`src/rtl/rvfi_regfile_shadow_check.sv`:
```
// RVFI register-file shadow checker: tracks selected registers across
// retirement channels and latches the first read/write consistency error.
// Optional ORDER_GAP check enabled by RISCV_FORMAL_REGCHK_ORDER_EN.
module rvfi_regfile_shadow_check #(
    parameter int XLEN      = 32,
    parameter int NRET      = 1,
    parameter int NTRACK    = 2,
    parameter int ORDER_W   = 64,
    parameter int ZERO_INIT = 0
) (
    input  logic                        clk,
    input  logic                        resetn,
    input  logic [NTRACK*5-1:0]         track_idx,
    input  logic [NRET-1:0]             rvfi_valid,
    input  logic [NRET*ORDER_W-1:0]     rvfi_order,
    input  logic [NRET-1:0]             rvfi_trap,
    input  logic [NRET*5-1:0]           rvfi_rs1_addr,
    input  logic [NRET*5-1:0]           rvfi_rs2_addr,
    input  logic [NRET*XLEN-1:0]        rvfi_rs1_rdata,
    input  logic [NRET*XLEN-1:0]        rvfi_rs2_rdata,
    input  logic [NRET*5-1:0]           rvfi_rd_addr,
    input  logic [NRET*XLEN-1:0]        rvfi_rd_wdata,
    output logic                        err,
    output logic [2:0]                  err_code,
    output logic [$clog2(NRET+0)+0:0]   err_chan,
    output logic [ORDER_W-1:0]          err_order,
    output logic [31:0]                 retired_cnt
);

    localparam int CW = $clog2(NRET) + 1;

    logic [4:0]         trk    [NTRACK];
    logic [4:0]         rs1_a  [NRET];
    logic [4:0]         rs2_a  [NRET];
    logic [4:0]         rd_a   [NRET];
    logic [XLEN-1:0]    rs1_d  [NRET];
    logic [XLEN-1:0]    rs2_d  [NRET];
    logic [XLEN-1:0]    rd_d   [NRET];
    logic [ORDER_W-1:0] ord    [NRET];

    logic [XLEN-1:0]    shadow_q [NTRACK];
    logic [XLEN-1:0]    shadow_d [NTRACK];
    logic [NTRACK-1:0]  written_q;
    logic [NTRACK-1:0]  written_d;
    logic [5:0]         hit;
    logic [2:0]         ch_code [NRET];

    logic               found;
    logic [2:0]         cap_code;
    logic [CW-1:0]      cap_chan;
    logic [ORDER_W-1:0] cap_order;
    logic [32:0]        cnt_sum;

`ifdef RISCV_FORMAL_REGCHK_ORDER_EN
    logic [ORDER_W-1:0] exp_q;
    logic [ORDER_W-1:0] exp_d;
`endif

    for (genvar t = 0; t < NTRACK; t++) begin : g_trk
        assign trk[t] = track_idx[t*5 +: 5];
    end

    for (genvar c = 0; c < NRET; c++) begin : g_chan
        assign rs1_a[c] = rvfi_rs1_addr[c*5 +: 5];
        assign rs2_a[c] = rvfi_rs2_addr[c*5 +: 5];
        assign rd_a[c]  = rvfi_rd_addr[c*5 +: 5];
        assign rs1_d[c] = rvfi_rs1_rdata[c*XLEN +: XLEN];
        assign rs2_d[c] = rvfi_rs2_rdata[c*XLEN +: XLEN];
        assign rd_d[c]  = rvfi_rd_wdata[c*XLEN +: XLEN];
        assign ord[c]   = rvfi_order[c*ORDER_W +: ORDER_W];
    end

    // Lowest raised code wins within one channel (bit i means code i+1).
    function automatic logic [2:0] low_code(input logic [5:0] m);
        logic [2:0] r;
        r = 3'd0;
        for (int i = 5; i >= 0; i--) begin
            if (m[i]) r = 3'(i + 1);
        end
        return r;
    endfunction

    // Walk channels in order; later channels see earlier same-cycle writes.
    always_comb begin
        shadow_d  = shadow_q;
        written_d = written_q;
        hit       = '0;
`ifdef RISCV_FORMAL_REGCHK_ORDER_EN
        exp_d     = exp_q;
`endif
        for (int c = 0; c < NRET; c++) begin
            ch_code[c] = 3'd0;
        end
        for (int c = 0; c < NRET; c++) begin
            hit = '0;
            if (rvfi_valid[c]) begin
                for (int t = 0; t < NTRACK; t++) begin
                    if ((written_d[t] || trk[t] == 5'd0) &&
                        rs1_a[c] == trk[t] && rs1_d[c] != shadow_d[t])
                        hit[0] = 1'b1;
                    if ((written_d[t] || trk[t] == 5'd0) &&
                        rs2_a[c] == trk[t] && rs2_d[c] != shadow_d[t])
                        hit[1] = 1'b1;
                end
                if (rd_a[c] == 5'd0 && rd_d[c] != '0)
                    hit[2] = 1'b1;
                if ((rs1_a[c] == 5'd0 && rs1_d[c] != '0) ||
                    (rs2_a[c] == 5'd0 && rs2_d[c] != '0))
                    hit[3] = 1'b1;
`ifdef RISCV_FORMAL_REGCHK_ORDER_EN
                if (ord[c] != exp_d)
                    hit[4] = 1'b1;
                exp_d = ord[c] + ORDER_W'(1);
`endif
                if (rvfi_trap[c] && rd_a[c] != 5'd0)
                    hit[5] = 1'b1;
                if (!rvfi_trap[c] && rd_a[c] != 5'd0) begin
                    for (int t = 0; t < NTRACK; t++) begin
                        if (rd_a[c] == trk[t]) begin
                            shadow_d[t]  = rd_d[c];
                            written_d[t] = 1'b1;
                        end
                    end
                end
            end
            ch_code[c] = low_code(hit);
        end
    end

    // Pick the lowest-index channel that raised anything this cycle.
    always_comb begin
        found     = 1'b0;
        cap_code  = 3'd0;
        cap_chan  = '0;
        cap_order = '0;
        for (int c = 0; c < NRET; c++) begin
            if (!found && ch_code[c] != 3'd0) begin
                found     = 1'b1;
                cap_code  = ch_code[c];
                cap_chan  = CW'(c);
                cap_order = ord[c];
            end
        end
        cnt_sum = {1'b0, retired_cnt} + 33'($countones(rvfi_valid));
    end

    // Shadow values and written flags follow the end of the channel chain.
    always_ff @(posedge clk or negedge resetn) begin
        if (!resetn) begin
            for (int t = 0; t < NTRACK; t++) begin
                shadow_q[t] <= '0;
            end
            written_q <= {NTRACK{ZERO_INIT != 0}};
        end else begin
            for (int t = 0; t < NTRACK; t++) begin
                shadow_q[t] <= shadow_d[t];
            end
            written_q <= written_d;
        end
    end

`ifdef RISCV_FORMAL_REGCHK_ORDER_EN
    // Expected order resyncs past a gap so one gap reports once.
    always_ff @(posedge clk or negedge resetn) begin
        if (!resetn) exp_q <= '0;
        else         exp_q <= exp_d;
    end
`endif

    // First error is latched and held until reset.
    always_ff @(posedge clk or negedge resetn) begin
        if (!resetn) begin
            err       <= 1'b0;
            err_code  <= 3'd0;
            err_chan  <= '0;
            err_order <= '0;
        end else if (!err && found) begin
            err       <= 1'b1;
            err_code  <= cap_code;
            err_chan  <= cap_chan;
            err_order <= cap_order;
        end
    end

    // Saturating retirement counter.
    always_ff @(posedge clk or negedge resetn) begin
        if (!resetn)         retired_cnt <= '0;
        else if (cnt_sum[32]) retired_cnt <= '1;
        else                 retired_cnt <= cnt_sum[31:0];
    end

endmodule

```
`config.mk`:
```
export PLATFORM = sky130hd
export DESIGN_NAME = rvfi_regfile_shadow_check
export DESIGN_NICKNAME = d
export VERILOG_FILES = /design/src/rtl/rvfi_regfile_shadow_check.sv
export SDC_FILE = /design/constraint.sdc
export NUM_CORES = 1
export LEC_CHECK = 0
export ABC_AREA = 1
export CORE_ASPECT_RATIO = 0.9
export CORE_UTILIZATION = 50
export DETAILED_ROUTE_END_ITERATION = 10
export DONT_BUFFER_PORTS = 1
export PLACE_DENSITY = 0.76
export SYNTH_ARGS = -nofsm -noshare
export SYNTH_HDL_FRONTEND = slang
export SYNTH_SLANG_ARGS = --single-unit
```
`constraint.sdc`:
```
create_clock -name clk -period 1.95 [get_ports clk]
set_input_delay 0.2925 -clock clk [delete_from_list [all_inputs] [get_ports clk]]
set_output_delay 0.2925 -clock clk [all_outputs]
set_load 0.01 [all_outputs]
```
==> results.tsv <==
metric	value	unit
status	complete, but fails checks	
violations in the final reports	hold timing, setup timing	
average via count per standard cell	5.36	
fillers	1538	
weighted congestion reported at the end of routability-driven placement	0.938	
most used flip-flop cell after synthesis	sky130_fd_sc_hd__dfrtp_1	
CTS Root Cell	sky130_fd_sc_hd__clkbuf_16	
count of standard-cell rows	47	
antenna violations before repair	0	
Top delay family on crit path	simple AND/OR/NAND/NOR gates	
MaxCap Viol Count	0	
main area contributors after synthesis	sky130_fd_sc_hd__dfrtp_1, sky130_fd_sc_hd__nand2_1, sky130_fd_sc_hd__xnor2_1	
number of buffers created by CTS	17	
Fin Clk Skew	0.0206	ns
peak fanout along the critical path	9	
Required @ worst endpoint	2.25	ns
flop-to-flop setup slack	-0.25	ns
CTS H-Tree Depth	4	
via count of the first global-routing pass	8426	
period utilisation layout	1.13	
Num Clock Sinks	166	
final hold vios	166	
Post-route DRC	0	
most instantiated cells after synthesis	sky130_fd_sc_hd__nand2_1, sky130_fd_sc_hd__dfrtp_1, sky130_fd_sc_hd__inv_1	
area fraction of the dominant cell type after synthesis	0.436	
vias post-DR	8834	
most frequent cell after synthesis	sky130_fd_sc_hd__nand2_1	
setup repair after global routing missed its margin	true	
Peak supply drop	0.612	mV
headroom to the max-slew limit	0.652	
signal arrival time at the worst endpoint	2.50	ns
Setup WS post-layout	-0.246	ns
Longest Clk Path Bufs	2	
leakage dissipation	0.00585	µW
pwr/cell area	796	nW/µm²
number of nets in the synthesized netlist	1468	
number of pins exceeding their max-slew limit in the final report	0	
remaining global-route overflow	0	
timing-limited maximum frequency	455	MHz
number of distinct standard cells referenced by the synthesized netlist	41	
classification of the worst-slack hold path	primary input to async pin	
type of the worst setup path	register to register	
first-pass GRT wire length	42500	µm
DRT iter0 DRCs	552	
proportion of synthesized flip-flops having asynchronous set or reset	1.00	
cell type of the slowest stage on the worst timing path	sky130_fd_sc_hd__dfrtp_1	
TritonCTS clock tree	done	
Min Hold Slack	-0.445	ns
DIE HEIGHT	133	µm
clock-pin slew on the worst setup and hold paths	0.07	ns
endpoints failing setup	100	
clk_lat worst skew	0.43	ns
Setup Slack @ Placement	-0.229	ns
largest area contributor in the synthesized netlist	sky130_fd_sc_hd__dfrtp_1	
Die Area	19600	µm²
Layout area overhead	26.5	%
core area	18500	µm²
flop and latch count out of synthesis	166	
number of cells on the worst reg-to-reg path	17	
Port Buf Inserts	0	
Worst setup SP type	register	
diodes inserted	0	
share of the yosys chip area belonging to registers	0.436	
shortest clock period the worst path allows after layout	2.20	ns
start of the worst register-to-register path	shadow_q[30]	
Worst path max stage delay	0.41	ns
die outline width	147	µm
element type at the critical path end	register	
worst path bufs/invs	4	
syn_area_per_cell	7.45	µm²
largest net degree at the start of global routing	167	
post-detailed-placement half-perimeter wirelength	18900	µm
FF-to-FF End	err_order[28]	
mapped cell area	9520	µm²
Starting Density	0.514	
gate count of the mapped netlist	1277	
cell-by-cell listing of the critical path	inv_1 > nand2_1 > nand2_1 > nand3_1 > nor2_2 > nand2_1 > nor2_2 > nand2_1 > nand2_2 > nand3_1 > nand2_4 > o21bai_4 > buf_6 > buf_12 > clkbuf_16 > nand2_1 > nand2_1	
total routing usage reported by global routing	0.277	
number of nets with antenna violations after detailed routing	0	
top-level I/O count	290	
Final Util	0.650	
total wirelength of the detailed-routed design	28500	µm
wire length per cell after detailed routing	17.3	µm
Pre-antenna DRT Iters	7	
number of nets at the end of the flow	1581	
Post-synth EDFFs	0	
Top cell by count, worst path	sky130_fd_sc_hd__nand2_1	
transition at the pin with the smallest max-transition slack	0.518	ns
power after layout	9590	µW
proportion of layout cells with a drive suffix above 1	0.164	
Yosys warnings	0	
-- worst reg2reg max path, stage by stage, from the launching register on --
cell	delay [ns]
sky130_fd_sc_hd__dfrtp_1	0.41
sky130_fd_sc_hd__inv_1	0.08
sky130_fd_sc_hd__nand2_1	0.05
sky130_fd_sc_hd__nand2_1	0.05
sky130_fd_sc_hd__nand3_1	0.08
sky130_fd_sc_hd__nor2_2	0.13
sky130_fd_sc_hd__nand2_1	0.08
sky130_fd_sc_hd__nor2_2	0.14
sky130_fd_sc_hd__nand2_1	0.08
sky130_fd_sc_hd__nand2_2	0.08
sky130_fd_sc_hd__nand3_1	0.13
sky130_fd_sc_hd__nand2_4	0.13
sky130_fd_sc_hd__o21bai_4	0.08
sky130_fd_sc_hd__buf_6	0.13
sky130_fd_sc_hd__buf_12	0.13
sky130_fd_sc_hd__clkbuf_16	0.16
sky130_fd_sc_hd__nand2_1	0.07
sky130_fd_sc_hd__nand2_1	0.06
-- worst max-delay path by stage --
stage                         startpoint               to  slack [ns]  cells past startpoint
after global routing        shadow_q[39]    err_order[27]       -0.41                     16
after detailed placement    shadow_q[17]    err_order[11]       -0.23                     16
final                       shadow_q[30]    err_order[28]       -0.25                     17
after global placement      shadow_q[17]    err_order[12]       -0.22                     16
after CTS                   shadow_q[11]     err_order[9]       -0.22                     16
after floorplan           retired_cnt[0]  retired_cnt[24]        0.01                     11
-- cell families after synthesis --
group / Yosys count / synth area share
multiplexers: 2 / 0.00223
other: 1 / 0.000394
flip-flops: 166 / 0.436
XOR/XNOR: 128 / 0.118
adder cells (fa/ha/maj): 2 / 0.00263
buffers and inverters: 160 / 0.0688
AND/OR/NAND/NOR: 738 / 0.328
AO/OA/AOI/OAI: 80 / 0.0436
-- power breakdown --
group	internal, µW	switching [µW]
logic	1100	946
clock network	1710	1600
registers	3790	434
-- repair_timing --
item                                   in CTS  in global routing
hold buffers                               25                  9
gates cloned                                4                  7
setup endpoints to repair                  88                 99
setup buffers                              14                 12
endpoints found under the hold margin     191                175
pin swaps                                   6                 35
resized for setup                          25                 97
-- through the flow --
stage                     instance area [µm²]  setup TNS [ns]  hold slack (ns)  cells
after global routing                    12000          -30.77           -0.472   1648
final                                   12000          -16.92           -0.445   1648
after floorplan                          9530               0         -0.00309   1277
after detailed placement                10200          -13.64        -0.000227   1545
after global placement                  10200          -12.87         0.000580   1545
after CTS                               11300          -12.91           -0.464   1620
-- area by class of cell --
class,count,area (µm²),area share
Clock buffer,17,425,0.0353
Inverter,123,462,0.0383
Sequential cell,166,4150,0.345
Clock inverter,15,155,0.0129
Timing Repair Buffer,131,1450,0.120
Multi-Input combinational cell,951,5090,0.423
Tap cell,245,307,0.0255
-- flip-flops by register name, indices dropped and copies added, names as in the netlist --
signal / cells
shadow_q: 64
err_order: 64
retired_cnt: 32
written_q: 2
err: 1
err_code: 3
-- routing by layer --
metal	GRT usage	share of wire
met5	0	0
met4	0.125	0.036
met3	0.0872	0.096
met2	0.443	0.48
met1	0.341	0.39
-- cell usage in the layout (no fill, tap or decap), types with 2 or more instances in the layout --
cell type / instances
sky130_fd_sc_hd__nand3_2: 22
sky130_fd_sc_hd__or2_4: 2
sky130_fd_sc_hd__inv_6: 4
sky130_fd_sc_hd__dfrtp_1: 166
sky130_fd_sc_hd__nand3_4: 4
sky130_fd_sc_hd__o21ai_2: 2
sky130_fd_sc_hd__buf_8: 2
sky130_fd_sc_hd__nor2_1: 77
sky130_fd_sc_hd__nor3b_1: 2
sky130_fd_sc_hd__clkbuf_16: 24
sky130_fd_sc_hd__buf_12: 8
sky130_fd_sc_hd__xnor2_2: 3
sky130_fd_sc_hd__buf_4: 60
sky130_fd_sc_hd__nand2_4: 5
sky130_fd_sc_hd__inv_8: 5
sky130_fd_sc_hd__nand3_1: 90
sky130_fd_sc_hd__nand2_1: 428
sky130_fd_sc_hd__o21ai_0: 68
sky130_fd_sc_hd__nand4_1: 22
sky130_fd_sc_hd__nand2_2: 21
sky130_fd_sc_hd__nor2_4: 8
sky130_fd_sc_hd__nor4_1: 3
sky130_fd_sc_hd__a21oi_1: 2
sky130_fd_sc_hd__or2_2: 3
sky130_fd_sc_hd__nor3_1: 18
sky130_fd_sc_hd__clkinv_8: 2
sky130_fd_sc_hd__clkinvlp_4: 3
sky130_fd_sc_hd__buf_6: 16
sky130_fd_sc_hd__buf_16: 4
sky130_fd_sc_hd__inv_2: 3
sky130_fd_sc_hd__nor2_2: 19
sky130_fd_sc_hd__or2_1: 4
sky130_fd_sc_hd__xnor2_1: 105
sky130_fd_sc_hd__nor3_2: 2
sky130_fd_sc_hd__o21ai_1: 4
sky130_fd_sc_hd__or2_0: 2
sky130_fd_sc_hd__inv_1: 120
sky130_fd_sc_hd__dlygate4sd3_1: 34
sky130_fd_sc_hd__xor2_1: 20
Power figures use the tool's default switching activity.
